<file path="src/rtl/vx_arb_pkg.sv">
// vx_arb_pkg: shared arbiter state encoding and round-robin pointer helper
package vx_arb_pkg;
  typedef enum logic {ARB_IDLE, ARB_LOCKED} arb_state_t;
  function automatic logic [31:0] rr_next(input logic [31:0] ptr, input logic [31:0] n);
    return (ptr + 32'd1 >= n) ? 32'd0 : ptr + 32'd1;
  endfunction
endpackage

</file>
<file path="src/rtl/vx_rr_picker.sv">
// vx_rr_picker: combinational round-robin search starting at rr_ptr
module vx_rr_picker #(
  parameter int NUM_REQS = 4,
  parameter int SELW = (NUM_REQS > 1) ? $clog2(NUM_REQS) : 1
) (
  input  logic [NUM_REQS-1:0] requests,
  input  logic [SELW-1:0]     rr_ptr,
  output logic                grant_valid,
  output logic [SELW-1:0]     grant_idx,
  output logic [NUM_REQS-1:0] grant_onehot
);
  function automatic logic [SELW-1:0] idx_at(input logic [SELW-1:0] ptr, input int k);
    logic [31:0] s;
    s = 32'(ptr) + 32'(k);
    return SELW'((s >= 32'(NUM_REQS)) ? s - 32'(NUM_REQS) : s);
  endfunction
  // scan farthest offset first so the nearest requester at or after rr_ptr wins
  always_comb begin
    grant_valid = 1'b0;
    grant_idx = '0;
    for (int k = NUM_REQS - 1; k >= 0; k--) begin
      if (requests[idx_at(rr_ptr, k)]) begin
        grant_valid = 1'b1;
        grant_idx = idx_at(rr_ptr, k);
      end
    end
  end
  assign grant_onehot = NUM_REQS'(grant_valid) << grant_idx;
endmodule

</file>
<file path="src/rtl/vx_pipe_arbiter.sv">
// vx_pipe_arbiter: round-robin arbiter with packet locking feeding one registered elastic stage
module vx_pipe_arbiter
  import vx_arb_pkg::*;
#(
  parameter int NUM_REQS = 4,
  parameter int DATAW = 32,
  parameter int LOCK_EN = 1,
  parameter int SELW = (NUM_REQS > 1) ? $clog2(NUM_REQS) : 1
) (
  input  logic                      clk,
  input  logic                      reset,
  input  logic [NUM_REQS-1:0]       valid_in,
  input  logic [NUM_REQS*DATAW-1:0] data_in,
  input  logic [NUM_REQS-1:0]       last_in,
  output logic [NUM_REQS-1:0]       ready_in,
  output logic                      valid_out,
  output logic [DATAW-1:0]          data_out,
  output logic                      last_out,
  output logic [SELW-1:0]           sel_out,
  input  logic                      ready_out
);
  arb_state_t state;
  logic [SELW-1:0] owner, rr_ptr, pick_idx, grant_idx;
  logic [NUM_REQS-1:0] pick_onehot;
  logic pick_valid, grant_valid, locked, en, accept, grant_last;

  vx_rr_picker #(.NUM_REQS(NUM_REQS), .SELW(SELW)) picker (
    .requests    (valid_in),
    .rr_ptr      (rr_ptr),
    .grant_valid (pick_valid),
    .grant_idx   (pick_idx),
    .grant_onehot(pick_onehot)
  );

  assign locked = (state == ARB_LOCKED);
  assign grant_valid = locked ? valid_in[owner] : pick_valid;
  assign grant_idx = locked ? owner : pick_idx;
  assign grant_last = last_in[grant_idx];
  assign en = ready_out | ~valid_out;
  assign accept = en & grant_valid;
  // ready is withheld during reset so no requester believes a beat was taken
  assign ready_in = (!reset || !en) ? '0 : locked ? (NUM_REQS'(valid_in[owner]) << owner) : pick_onehot;

  // lock/pointer bookkeeping and the output register slice, both advanced only by an accept
  always_ff @(posedge clk or negedge reset) begin
    if (!reset) begin
      state <= ARB_IDLE;
      owner <= '0;
      rr_ptr <= '0;
      valid_out <= 1'b0;
      data_out <= '0;
      last_out <= 1'b0;
      sel_out <= '0;
    end else if (en) begin
      valid_out <= grant_valid;
      if (grant_valid) begin
        data_out <= data_in[grant_idx*DATAW +: DATAW];
        last_out <= grant_last;
        sel_out <= grant_idx;
        if (LOCK_EN != 0 && !grant_last) begin
          state <= ARB_LOCKED;
          owner <= grant_idx;
        end else begin
          state <= ARB_IDLE;
          rr_ptr <= SELW'(rr_next(32'(grant_idx), NUM_REQS));
        end
      end
    end
  end
endmodule
</file>
<file path="config.mk">
export PLATFORM = sky130hd
export DESIGN_NAME = vx_pipe_arbiter
export DESIGN_NICKNAME = d
export VERILOG_FILES = /design/src/rtl/vx_arb_pkg.sv /design/src/rtl/vx_rr_picker.sv /design/src/rtl/vx_pipe_arbiter.sv
export SDC_FILE = /design/constraint.sdc
export NUM_CORES = 1
export LEC_CHECK = 0
export CAP_MARGIN = 20
export CORE_ASPECT_RATIO = 1.1
export CORE_MARGIN = 2
export CORE_UTILIZATION = 37
export CTS_CLUSTER_DIAMETER = 100
export DETAILED_ROUTE_END_ITERATION = 10
export GPL_ROUTABILITY_DRIVEN = 0
export PLACE_DENSITY = 0.83
export SYNTH_ARGS = -nofsm -noshare
export SYNTH_HDL_FRONTEND = slang
export SYNTH_SLANG_ARGS = --single-unit
</file>
<file path="constraint.sdc">
create_clock -name clk -period 2.8 [get_ports clk]
set_input_delay 0.28 -clock clk [delete_from_list [all_inputs] [get_ports clk]]
set_output_delay 0.28 -clock clk [all_outputs]
set_load 0.02 [all_outputs]
</file>
# ---- After elaboration in Yosys (flattened, before gate mapping)
# Index checks and enable logic that the tools add are counted.
dict set report classes {
  add_sub_neg 8
  n_lt_le_gt_ge 11
  shift 3
  muxes 30
  bitwise 3
  reduce_logical 6
}
# cell count
set op_table {}
lappend op_table {{128-bit by 8-bit indexed part select with 32-bit output} 1}
lappend op_table {{2-bit 2-to-1 mux} 10}
lappend op_table {{2-bit by 3-bit < comparator with 1-bit output, second input constant} 6}
lappend op_table {{1-bit binary-select mux with 2-bit select} 6}
lappend op_table {{3-bit >= comparator, second input constant} 4}
lappend op_table {{1-bit 2-to-1 mux} 12}
lappend op_table {{4-bit 2-to-1 mux} 2}
lappend op_table {{1-bit by 2-bit left shift with 4-bit output} 2}
lappend op_table {{2-bit by 1-bit subtractor with 2-bit output, second input constant} 4}
lappend op_table {{2-bit by 1-bit adder with 3-bit output, second input constant} 2}
lappend op_table {{2-bit by 2-bit adder with 3-bit output, second input constant} 2}
lappend op_table {{3-bit AND reduction} 2}
lappend op_table {{2-bit by 3-bit >= comparator with 1-bit output, second input constant} 1}
lappend op_table {{1-bit logical NOT} 2}
lappend op_table {{1-bit NOT} 2}
lappend op_table {{2-bit AND reduction} 1}
lappend op_table {{1-bit logical OR} 1}
lappend op_table {{1-bit bitwise OR} 1}
dict set report word_totals {
  regBits 41
  input_bits 139
  output_inout_bits 40
  wordCells 68
}

# ---- Logic depth before layout (Yosys ltp)
# Gate-level depths: netlist (run 1).
dict set report depth {
  ltp_word 14
  depth_mapped 9
  depth_no_buf 6
}

# ---- Hierarchy
# From an unflattened synthesis (run 1), not the netlist that was laid out.
dict set report unflattened {
  cells_unflattened 203
  hier_area_um2 2917.8
}
# mod instances cells_each area_each_um2 seq_area_each_um2
set by_module_without_submodules {}
lappend by_module_without_submodules {vx_pipe_arbiter 1 173 2742.6 1026.0}
lappend by_module_without_submodules {vx_rr_picker 1 30 175.2 0.0}

# ---- Worst setup path after synthesis (run 1)
# Ideal clock, no wire load.
dict set report synth_path {
  path_kind {flip-flop to flip-flop}
  from {register owner[0]}
  to {register rr_ptr[0]}
  setup_ps 128
  arrival_ps 1868
  setup_slack_ps 805
  stages_incl_launch_ff 7
  path_buffers 1
  synth_period_minus_slack_ps 1995
  cell_sequence {dfrtp_1 -> buf_2 -> mux4_2 -> and2_1 -> o21ai_2 -> a2bb2oi_2 -> mux2_1}
}
dict set report synth_via {
  elab_chain_len 4
}
# item line
set synth_rtl {}
lappend synth_rtl {{start, declared} vx_pipe_arbiter.sv:23} ;# logic [SELW-1:0] owner, rr_ptr, pick_idx, grant_idx;
lappend synth_rtl {{start signal, assigned} vx_pipe_arbiter.sv:62} ;# owner <= grant_idx;
lappend synth_rtl {{2-bit 2-to-1 mux / 1-bit binary-select mux with 2-bit select (equally long branches)} {vx_pipe_arbiter.sv:37, vx_pipe_arbiter.sv:36}}
lappend synth_rtl {{2-bit by 1-bit adder with 3-bit output, or another cell as far along} vx_arb_pkg.sv:5} ;# return (ptr + 32'd1 >= n) ? 32'd0 : ptr + 32'd1;
lappend synth_rtl {{3-bit >= comparator, or another cell as far along} vx_arb_pkg.sv:5}
lappend synth_rtl {{2-bit 2-to-1 mux / 3-bit AND reduction (equally long branches)} n/a}
lappend synth_rtl {{end signal, assigned} vx_pipe_arbiter.sv:65} ;# rr_ptr <= SELW'(rr_next(32'(grant_idx), NUM_REQS));
lappend synth_rtl {{end, declared} vx_pipe_arbiter.sv:23}
# Parallel ways exist; a longest one is shown, timed or not. The select of a mux whose other input is x is not followed.
# A chain may end at the register's enable or synchronous reset.

# ---- Worst setup path after layout (run 1)
dict set report layout_path {
  from {input port valid_in[2]}
  to {output port ready_in[2]}
}
dict set report layout_via {
  elab_chain_len 9
}
# item line
set layout_rtl {}
lappend layout_rtl {{start, declared} vx_pipe_arbiter.sv:12} ;# input logic [NUM_REQS-1:0] valid_in,
lappend layout_rtl {{1-bit binary-select mux with 2-bit select} vx_rr_picker.sv:22} ;# if (requests[idx_at(rr_ptr, k)]) begin
lappend layout_rtl {{1-bit 2-to-1 mux (implied by the code)} vx_rr_picker.sv:22}
lappend layout_rtl {{1-bit 2-to-1 mux / 2-bit 2-to-1 mux (equally long branches) (4 in a row)} vx_rr_picker.sv:22}
lappend layout_rtl {{1-bit by 2-bit left shift with 4-bit output} vx_rr_picker.sv:28} ;# assign grant_onehot = NUM_REQS'(grant_valid) << grant_idx;
lappend layout_rtl {{4-bit 2-to-1 mux * (2 in a row)} vx_pipe_arbiter.sv:42} ;# assign ready_in = (!reset || !en) ? '0 : locked ? (NUM_REQS'(valid_in[owner]) << owner) : pick_onehot;
lappend layout_rtl {{end, declared} vx_pipe_arbiter.sv:15} ;# output logic [NUM_REQS-1:0] ready_in,
# Mark *: on every way between the ends. The rest lies on a longest branch, timed or not. The select of a mux whose other input is x is not followed.

==> flow_summary.yaml, run 1 <==
floorplan:
  initial_core_util_pct: 38.5
  dieWidth_microns: 85.9
  die_h_microns: 94.1
  die-area_sq_mm: 0.00809
  ios: 179
  core-area_sq_mm: 0.00709
  num_rows: 32
sta:
  fin_setup_tns_ps: 0
  setup_slack_ps: 378
  relSlewSlack_pct: 65.5
  period_minus_slack_ps: 2420
  skew_ps: 7.20
  final-setup-viol-count: 0
  report.final.slew_viol_count: 0
  fmax_mhz: 413
  worstMarginPinSlew_ps: 516
  finalCritPeriodShare_pct: 86.5
  hold_ws_ps: 99.1
  rsz0062_at_grt: "false"
  hold_violations: 0
grt:
  grt_pass1_wl_microns: 14200
  grt_usage_pct: 21.7
  grt_pass1_vias: 3064
  grt_start_max_net_pins: 42
  grt_util_met2_pct: 39.9
  gr-total-overflow: 0
  grt_util_met1_pct: 24.8
  use_met3_pct: 5.01
  top_usage_layer: "met2"
  antenna_found_initial: 0
placement:
  post-place-ws_ps: 12.0
  dpl.cell_count: 519
  portBuffers: 178
  dp_hpwl_microns: 7020
power:
  power_frac_seq_pct: 23.6
  power_leakage_nw: 2.13
  pwr-share-comb_pct: 68.3
  p_int_w: 0.00268
  power.switching_w: 0.00202
  ir_drop_uv: 470
  powerDensity_mw_per_mm2: 999
  swShare_pct: 43.0
  p_clk_share_pct: 8.1
final_layout:
  layout-drive-gt1-share_pct: 7.26
  final_cells: 526
  seq_area_sq_mm: 0.00103
  multi_input_comb_area_sq_mm: 0.00157
  nFillCells: 590
  nets: 580
  num_antenna_cells: 0
  syn2layout_area_growth_pct: 72.1
routing:
  drt-initial-drc-count: 69
  wl_per_cell_microns: 16.7
  ant_nets: 0
  vias: 2858
  via_per_inst: 5.43
  dr.pass1.iters: 4
  wirelength_microns: 8790
  drc: 0
yosys:
  netlist.area_leader.share_pct: 37.6
  synth_top_area_cell: "dfrtp_1"
  synth.avg_cell_area_sq_um: 10.2
  syn_area_sq_mm: 0.00273
  ys_seq_elements: 41
  syn_nets: 406
  synth_edf_count: 0
  synth_cells: 267
  yosys-top-cells-area: "dfrtp_1 38%, mux2i_1 24%, o221ai_1 11%"
  yosysWarnings: 0
  ys_seq_area_share_pct: 37.6
  synthArstFlopShare_pct: 100
  synthDistinctLibCells: 46
  synthFlopType: "dfrtp_1"
worst_setup_path:
  worstSetupPathType: "in -> out"
  timing.rr.end: "rr_ptr[0]$_DFFE_PN0P_"
  path_delay_family: "buffers and inverters"
  slowest_stage: "clkdlybuf4s50_1"
  cp-start-kind: "primary input"
  reg2regPathDepth: 5
  required_ps: 2520
  crit_buf_inv: 3
  cp.arrival_ps: 2140
  crit-reg2reg-launch: "locked$_DFFE_PN0P_"
  cpPeakStageDelay_ps: 600
  path_max_fanout: 6
  crit_chain: "clkdlybuf4s50_1 > nor2b_1 > a311oi_1 > buf_4 > or2_2 > nand3b_1 > a21oi_1 > dlymetal6s2s_1"
  rrSetupSlack_ps: 550
  end_kind: "output port"
cts:
  root_buffer: "clkbuf_8"
  clk_pin_slew_ps: 70
  postCtsSetupBuffers: 0
  clock_latency_ps: 280
  clk_path_buf_depth: 2
  cts.sinks: 41
  htree_levels: 2
  cts_tree: "yes"
  cts_made_buffers: 5
run_status:
  status: "completed"
hold_path:
  holdCritPathClass: "in -> async"
flow_run:
  maxCapViolCount: 0
==> metal layers <==
| metal | wire length [microns] | share of wire [%] |
|---|---|---|
| met5 | 0 | 0 |
| met4 | 147 | 1.7 |
| met3 | 589 | 6.7 |
| met2 | 4740 | 54 |
| met1 | 3310 | 38 |
==> cell usage in the layout (no fill, tap or decap), drive strengths merged, types with 2 or more instances in the layout <==
master,n
mux2i,67
nand3,4
and2,2
nand2b,2
nor3,2
o221ai,33
dlymetal6s2s,4
nor2,4
clkbuf,7
or2,3
o21ai,7
o21a,5
a21boi,2
nand2,44
a2bb2oi,2
a21oi,6
inv,3
mux2,2
buf,12
clkdlybuf4s50,173
dfrtp,41
==> logic make-up after synthesis <==
group | synth area share, %
mux | 26.3
simple gates | 11.5
compound gates | 18.6
flops | 37.6
buf+inv | 5.95
==> cell type report <==
type / instances / share of cell area (%)
sequential: 41 / 21.8
clock buffer: 7 / 1.84
timing repair buffer: 189 / 40.6
multi-input combinational: 201 / 33.3
tap: 85 / 2.26
inverter: 3 / 0.239
==> stage by stage <==
stage | cell area (sq um) | utilization (%) | power [W]
after floorplan | 2730 | - | 0.00320
after detailed placement | 4610 | 65.0 | 0.00435
final | 4700 | 66.3 | 0.00470
after CTS | 4690 | 66.2 | 0.00475
after global placement | 4610 | 65.0 | 0.00429
after global routing | 4700 | 66.3 | 0.00502
==> synth_stat cells (2+ instances only) <==
| cell type | n |
|---|---|
| buf_6 | 3 |
| buf_8 | 2 |
| dfrtp_1 | 41 |
| mux2i_1 | 66 |
| a21boi_1 | 2 |
| o221ai_1 | 33 |
| o21a_1 | 5 |
| o21ai_0 | 2 |
| nand2b_1 | 2 |
| buf_2 | 10 |
| a21oi_1 | 6 |
| buf_4 | 3 |
| o21ai_1 | 4 |
| clkbuf_1 | 4 |
| nor2_1 | 4 |
| nand2_1 | 43 |
| a2bb2oi_2 | 2 |
| and2_1 | 2 |
| or2_1 | 2 |
| inv_1 | 2 |
| nand3_1 | 4 |
==> how the worst max path moves through the flow <==
stage	start	to	slack, ps	cells after the start
floorplan	owner[0]$_DFFE_PN0P_	rr_ptr[0]$_DFFE_PN0P_	800	6
global placement	valid_in[2]	ready_in[2]	70	8
detailed placement	valid_in[2]	ready_in[2]	10	8
CTS	valid_in[2]	ready_in[2]	4	8
global route	valid_in[2]	rr_ptr[0]$_DFFE_PN0P_	250	7
finish	valid_in[2]	ready_in[2]	380	8
==> registers in the layout, summed over array words and instances, names as in the netlist <==
| signal | flops |
|---|---|
| owner | 2 |
| data_out | 32 |
| locked | 1 |
| rr_ptr | 2 |
| valid_out | 1 |
| last_out | 1 |
| sel_out | 2 |
==> power by group through the flow <==
stage	combinational (W)	sequential, W	clock (W)
after floorplan	0.00182	0.00138	0
after global placement	0.00319	0.00110	0
after detailed placement	0.00323	0.00111	0
after CTS	0.00325	0.00111	0.000396
after global routing	0.00346	0.00115	0.000417
final	0.00321	0.00111	0.000381
==> repair_timing <==
action,4_1_cts,5_1_grt
hold buffers,0,0
setup endpoints to repair,0,4
gates resized for setup,0,4
Note: power is estimated with default switching activity, not from simulation.
==> run 2: changes to the inputs <==
--- a/config.mk
+++ b/config.mk
@@ -13,6 +13,7 @@
 export DETAILED_ROUTE_END_ITERATION = 10
 export GPL_ROUTABILITY_DRIVEN = 0
 export PLACE_DENSITY = 0.83
+export SKIP_CTS_REPAIR_TIMING = 1
 export SYNTH_ARGS = -nofsm -noshare
 export SYNTH_HDL_FRONTEND = slang
 export SYNTH_SLANG_ARGS = --single-unit
==> results of run 2 <==
Final layout, timing and power as in run 1 (identical DEF).
